--- config.mk ---
export PLATFORM = sky130hd
export DESIGN_NAME = vga_timing_gen
export DESIGN_NICKNAME = d
export VERILOG_FILES = /design/src/rtl/vga_timing_gen.sv
export SDC_FILE = /design/constraint.sdc
export NUM_CORES = 1
export LEC_CHECK = 0
export BUFFER_PORTS_ARGS = -buffer_cell sky130_fd_sc_hd__buf_2
export CAP_MARGIN = 10
export CORE_ASPECT_RATIO = 0.5
export CORE_MARGIN = 3
export CORE_UTILIZATION = 55
export CTS_CLUSTER_DIAMETER = 200
export DETAILED_ROUTE_END_ITERATION = 10
export GPL_TIMING_DRIVEN = 0
export PLACE_DENSITY_LB_ADDON = 0.05
export RECOVER_POWER = 25
export REMOVE_ABC_BUFFERS = 1
export SLEW_MARGIN = 40
export SYNTH_ARGS = -nofsm -noshare
export SYNTH_HDL_FRONTEND = slang
export SYNTH_SLANG_ARGS = --single-unit
--- constraint.sdc ---
create_clock -name clk -period 5.6 [get_ports clk]
set_input_delay 0 -clock clk [delete_from_list [all_inputs] [get_ports clk]]
set_output_delay 0 -clock clk [all_outputs]
set_load 0.05 [all_outputs]
--- src/rtl/vga_timing_gen.sv ---
// rtl/vga_timing_gen.sv - raster timing generator for the scrolling-background renderer
//
// Ports:
//   clk          pixel-domain clock
//   reset        asynchronous, active-high reset
//   px_en        pixel advance enable (tie high when clk equals the pixel rate)
//   hsync        horizontal sync, active level HS_POL
//   vsync        vertical sync, active level VS_POL
//   x_px         horizontal position, 0..H_TOTAL-1
//   y_px         vertical position, 0..V_TOTAL-1
//   activevideo  high inside the visible H_ACTIVE x V_ACTIVE window
//   line_start   high while x_px == 0
//   frame_start  high while x_px == 0 and y_px == 0
//   frame_count  completed-frame counter, wraps modulo 2^FRAME_W

module vga_timing_gen #(
  parameter int H_ACTIVE = 640,
  parameter int H_FP     = 16,
  parameter int H_SYNC   = 96,
  parameter int H_BP     = 48,
  parameter int V_ACTIVE = 480,
  parameter int V_FP     = 10,
  parameter int V_SYNC   = 2,
  parameter int V_BP     = 33,
  parameter bit HS_POL   = 1'b0,
  parameter bit VS_POL   = 1'b0,
  parameter int FRAME_W  = 5
) (
  input  logic               clk,
  input  logic               reset,
  input  logic               px_en,
  output logic               hsync,
  output logic               vsync,
  output logic [9:0]         x_px,
  output logic [9:0]         y_px,
  output logic               activevideo,
  output logic               line_start,
  output logic               frame_start,
  output logic [FRAME_W-1:0] frame_count
);

  localparam int H_TOTAL = H_ACTIVE + H_FP + H_SYNC + H_BP;
  localparam int V_TOTAL = V_ACTIVE + V_FP + V_SYNC + V_BP;

  // 11-bit constants so a total of exactly 1024 is still representable
  localparam logic [10:0] C_H_TOTAL  = 11'(H_TOTAL);
  localparam logic [10:0] C_V_TOTAL  = 11'(V_TOTAL);
  localparam logic [10:0] C_H_ACTIVE = 11'(H_ACTIVE);
  localparam logic [10:0] C_V_ACTIVE = 11'(V_ACTIVE);
  localparam logic [10:0] C_HS_BEG   = 11'(H_ACTIVE + H_FP);
  localparam logic [10:0] C_HS_END   = 11'(H_ACTIVE + H_FP + H_SYNC);
  localparam logic [10:0] C_VS_BEG   = 11'(V_ACTIVE + V_FP);
  localparam logic [10:0] C_VS_END   = 11'(V_ACTIVE + V_FP + V_SYNC);

  generate
    if (H_TOTAL > 1024 || V_TOTAL > 1024) begin : g_bad_geometry
      $error("vga_timing_gen: H_TOTAL and V_TOTAL must not exceed 1024");
    end
  endgenerate

  logic [9:0]         r_x;
  logic [9:0]         r_y;
  logic [FRAME_W-1:0] r_frame;
  logic               r_hsync;
  logic               r_vsync;

  logic [10:0]        w_x_ext;
  logic [10:0]        w_y_ext;
  logic               w_x_wrap;
  logic               w_y_wrap;
  logic [9:0]         w_x_next;
  logic [9:0]         w_y_next;
  logic [10:0]        w_x_next_ext;
  logic [10:0]        w_y_next_ext;
  logic               w_frame_tick;
  logic               w_hs_next;
  logic               w_vs_next;

  always_comb begin
    w_x_ext = {1'b0, r_x};
    w_y_ext = {1'b0, r_y};

    // ">=" rather than "==" so an out-of-range count also reloads 0
    w_x_wrap = (w_x_ext >= C_H_TOTAL - 11'd1);
    w_y_wrap = (w_y_ext >= C_V_TOTAL - 11'd1);

    w_x_next = w_x_wrap ? 10'd0 : r_x + 10'd1;

    if (w_y_ext >= C_V_TOTAL) begin
      w_y_next = 10'd0;
    end else if (w_x_wrap) begin
      w_y_next = w_y_wrap ? 10'd0 : r_y + 10'd1;
    end else begin
      w_y_next = r_y;
    end

    // Only the genuine last pixel of the frame counts as a completed frame
    w_frame_tick = (w_x_ext == C_H_TOTAL - 11'd1) && (w_y_ext == C_V_TOTAL - 11'd1);

    // Syncs are decoded from the next counter values so that, once
    // registered, they line up with the x_px/y_px presented alongside them
    w_x_next_ext = {1'b0, w_x_next};
    w_y_next_ext = {1'b0, w_y_next};
    w_hs_next = ((w_x_next_ext >= C_HS_BEG) && (w_x_next_ext < C_HS_END)) ? HS_POL : ~HS_POL;
    w_vs_next = ((w_y_next_ext >= C_VS_BEG) && (w_y_next_ext < C_VS_END)) ? VS_POL : ~VS_POL;
  end

  always_ff @(posedge clk or posedge reset) begin
    if (reset) begin
      r_x     <= 10'd0;
      r_y     <= 10'd0;
      r_frame <= '0;
      r_hsync <= ~HS_POL;
      r_vsync <= ~VS_POL;
    end else if (px_en) begin
      r_x     <= w_x_next;
      r_y     <= w_y_next;
      r_hsync <= w_hs_next;
      r_vsync <= w_vs_next;
      if (w_frame_tick) begin
        r_frame <= r_frame + 1'b1;
      end
    end
  end

  assign x_px        = r_x;
  assign y_px        = r_y;
  assign hsync       = r_hsync;
  assign vsync       = r_vsync;
  assign frame_count = r_frame;
  assign activevideo = (w_x_ext < C_H_ACTIVE) && (w_y_ext < C_V_ACTIVE);
  assign line_start  = (r_x == 10'd0);
  assign frame_start = (r_x == 10'd0) && (r_y == 10'd0);

endmodule

==> results.sh <==
export IMPL_cts_buffer_depth=2
export IMPL_finalHoldViolations=0
export IMPL_postRouteAntennaNets=0
export IMPL_slew_violations=0
export IMPL_layout_min_cycle_time_ps=2340
export IMPL_ys_ff_latch=27
export IMPL_netlist_area_um2=1900
export IMPL_pre_cts_slack_ps=3300
export IMPL_setup_tns_ps=0
export IMPL_crit_required_ps=5770
export IMPL_grt_overflow_total=0
export IMPL_worstSetupPathType="reg2reg"
export IMPL_vias=1742
export IMPL_clk_insertion_delay_late_ps=280
export IMPL_powerDensity_nw_per_um2=256
export IMPL_synth_yosys_seq_area_share=0.356
export IMPL_insertedDiodeCount=0
export IMPL_start_kind="flip-flop"
export IMPL_worst_setup_path_end_kind="flip-flop"
export IMPL_die_area_um2=4250
export IMPL_async_flop_share=1.00
export IMPL_drive_above_1_share=0.227
export IMPL_avgSynthCellArea_um2=8.98
export IMPL_leakage_nw=0.906
export IMPL_cp_arrival_ps=2510
export IMPL_gp_routability_congestion=0.867
export IMPL_grt_pass1_vias=1498
export IMPL_period_share=0.418
export IMPL_tightest_slew_ps=1030
export IMPL_max_freq_mhz=427
export IMPL_fin_ws_ps=3260
export IMPL_slew_headroom=0.314
export IMPL_rsz0062_at_grt="no"
export IMPL_drt_initial_drc_count=115
export IMPL_layout_nets=244
export IMPL_grt_use_total=0.222
export IMPL_io_buffers=32
export IMPL_viasPerCell=6.38
export IMPL_setup_violations=0
export IMPL_ys_warn_count=0
export IMPL_root_buffer="clkbuf_8"
export IMPL_die_h_um=47.6
export IMPL_totalWireLength_mm=4.38
export IMPL_synthCells=212
export IMPL_antenna_found_initial=0
export IMPL_fp_coreArea_um2=3150
export IMPL_htreeDepth=1
export IMPL_grt_max_degree=31
export IMPL_numCtsBuffers=3
export IMPL_synth_ff_type="dfrtp_1"
export IMPL_place_hpwl_mm=3.02
export IMPL_status="complete, no violations"
export IMPL_path_clk_slew_ps=90
export IMPL_cts_sinks=27
export IMPL_maxCapViolations=0
export IMPL_crit_fanout=13
export IMPL_floorplan_die_width_um=89.2
export IMPL_ys_types=55
export IMPL_areaGrowthSynthToFinish_pct=6.97
export IMPL_synth_edf_count=0
export IMPL_placed_area_um2=1980
export IMPL_initial_core_util=0.604
export IMPL_hold_class="in2reg"
export IMPL_rows=14
export IMPL_fin_area_um2=2040
export IMPL_peakVddDrop_mv=0.188
export IMPL_first_pass_iters=4
export IMPL_grt_pass1_wl_mm=7.29
export IMPL_cts_resized=0
export IMPL_post_drt_wl_per_cell_um=16.0
export IMPL_design_portCount=33
export IMPL_clock_skew_ps=3.24
export IMPL_cts_tree="done"
export IMPL_route_detailed_drc=0
-- cell usage after synthesis (all sizes together), types with 3 or more instances --
| library cell | instances | area share |
|---|---|---|
| xnor2 | 4 | 0.018 |
| ha | 7 | 0.046 |
| dfrtp | 25 | 0.33 |
| clkbuf | 6 | 0.023 |
| o2111ai | 3 | 0.014 |
| nor2 | 12 | 0.024 |
| nor4 | 3 | 0.018 |
| and3 | 5 | 0.018 |
| nand4 | 6 | 0.020 |
| and2 | 6 | 0.022 |
| mux2 | 3 | 0.018 |
| nand2 | 23 | 0.045 |
| xor2 | 4 | 0.018 |
| a21oi | 10 | 0.026 |
| inv | 6 | 0.012 |
| a41oi | 4 | 0.018 |
| buf | 9 | 0.044 |
| nor3 | 5 | 0.013 |
| a211oi | 5 | 0.020 |
| nand3 | 12 | 0.032 |
| a22o | 4 | 0.018 |
| o21ai | 17 | 0.053 |
| or3 | 4 | 0.013 |
| a31oi | 3 | 0.0099 |
-- power by group --
| part | internal [mW] | switching (mW) | leakage (nW) | total [mW] |
|---|---|---|---|---|
| sequential | 0.212 | 0.0357 | 0.351 | 0.248 |
| combinational | 0.0417 | 0.119 | 0.530 | 0.161 |
| clock | 0.0500 | 0.0630 | 0.0255 | 0.113 |
-- stage by stage --
step / total power [mW] / hold slack, ps / instances / util
2_1_floorplan: 0.367 / 51.2 / 196 / -
3_3_place_gp: 0.407 / 298 / 268 / 0.627
3_5_place_dp: 0.411 / 97.1 / 268 / 0.628
4_1_cts: 0.527 / 192 / 273 / 0.646
5_1_grt: 0.557 / 234 / 273 / 0.646
6_report: 0.521 / 201 / 273 / 0.646
-- routing by layer --
| metal | GRT usage | share of wire | up-vias |
|---|---|---|---|
| met1 | 0.315 | 0.49 | 844 |
| met5 | 0 | 0 | - |
| met3 | 0.0464 | 0.066 | 4 |
| met2 | 0.367 | 0.44 | 68 |
| li1 | - | - | 826 |
| met4 | 0.0237 | 0.0032 | 0 |
-- logic make-up after synthesis --
group / after synthesis / share of synthesized area
buf+inv: 23 / 0.0861
fa+ha+maj: 7 / 0.0460
mux: 4 / 0.0230
simple gates: 85 / 0.243
xor+xnor: 8 / 0.0368
compound gates: 58 / 0.209
flops: 27 / 0.356
-- final timing paths --
kind	startpoint	endpoint	slack, ps	depth (start not counted)
min in group asynchronous	reset	x_px[5]	500	3
setup / recovery	x_px[1]	y_px[0]	3260	6
hold reg to reg	frame_count[4]	frame_count[4]	470	1
max in group asynchronous	reset	frame_count[4]	4480	3
setup reg to reg	x_px[1]	y_px[0]	3260	6
hold / removal	px_en	hsync	200	3
-- what timing repair did --
action | 4_1_cts | 5_1_grt
hold buffers | 1 | 0
setup buffers | 0 | 0
endpoints found under the hold margin | 25 | 0
-- layout by cell type (no fill, tap or decap), types with 5 or more instances in the layout --
| cell | synthesis | final |
|---|---|---|
| nor2_1 | 12 | 12 |
| ha_1 | 7 | 7 |
| a211oi_1 | 5 | 5 |
| o21ai_0 | 15 | 15 |
| dfrtp_1 | 25 | 25 |
| buf_2 | 3 | 32 |
| nand2_1 | 23 | 23 |
| nand3_1 | 12 | 12 |
| nor3_1 | 5 | 5 |
| a21oi_1 | 10 | 9 |
| inv_1 | 6 | 6 |
| nand4_1 | 6 | 6 |
-- critical path: stages (launching register included) --
cell and delay (ps):
dfrtp_1 420, ha_1 240, nand4_1 400, a21oi_2 680, a21o_1 140, nand2_1 70
mux2_2 290
-- flip-flops by register name, indices dropped and copies added (netlist names) --
register / flops
y_px: 10
hsync: 1
vsync: 1
frame_count: 5
x_px: 10
-- layout make-up --
class / count / area [um^2]
Clock buffer: 3 / 41.3
Clock inverter: 1 / 5.00
Fill cell: 295 / 1120
Inverter: 7 / 26.3
Multi-Input combinational cell: 162 / 1060
Sequential cell: 27 / 678
Tap cell: 40 / 50.0
Timing Repair Buffer: 33 / 170
Power figures use the tool's default switching activity.
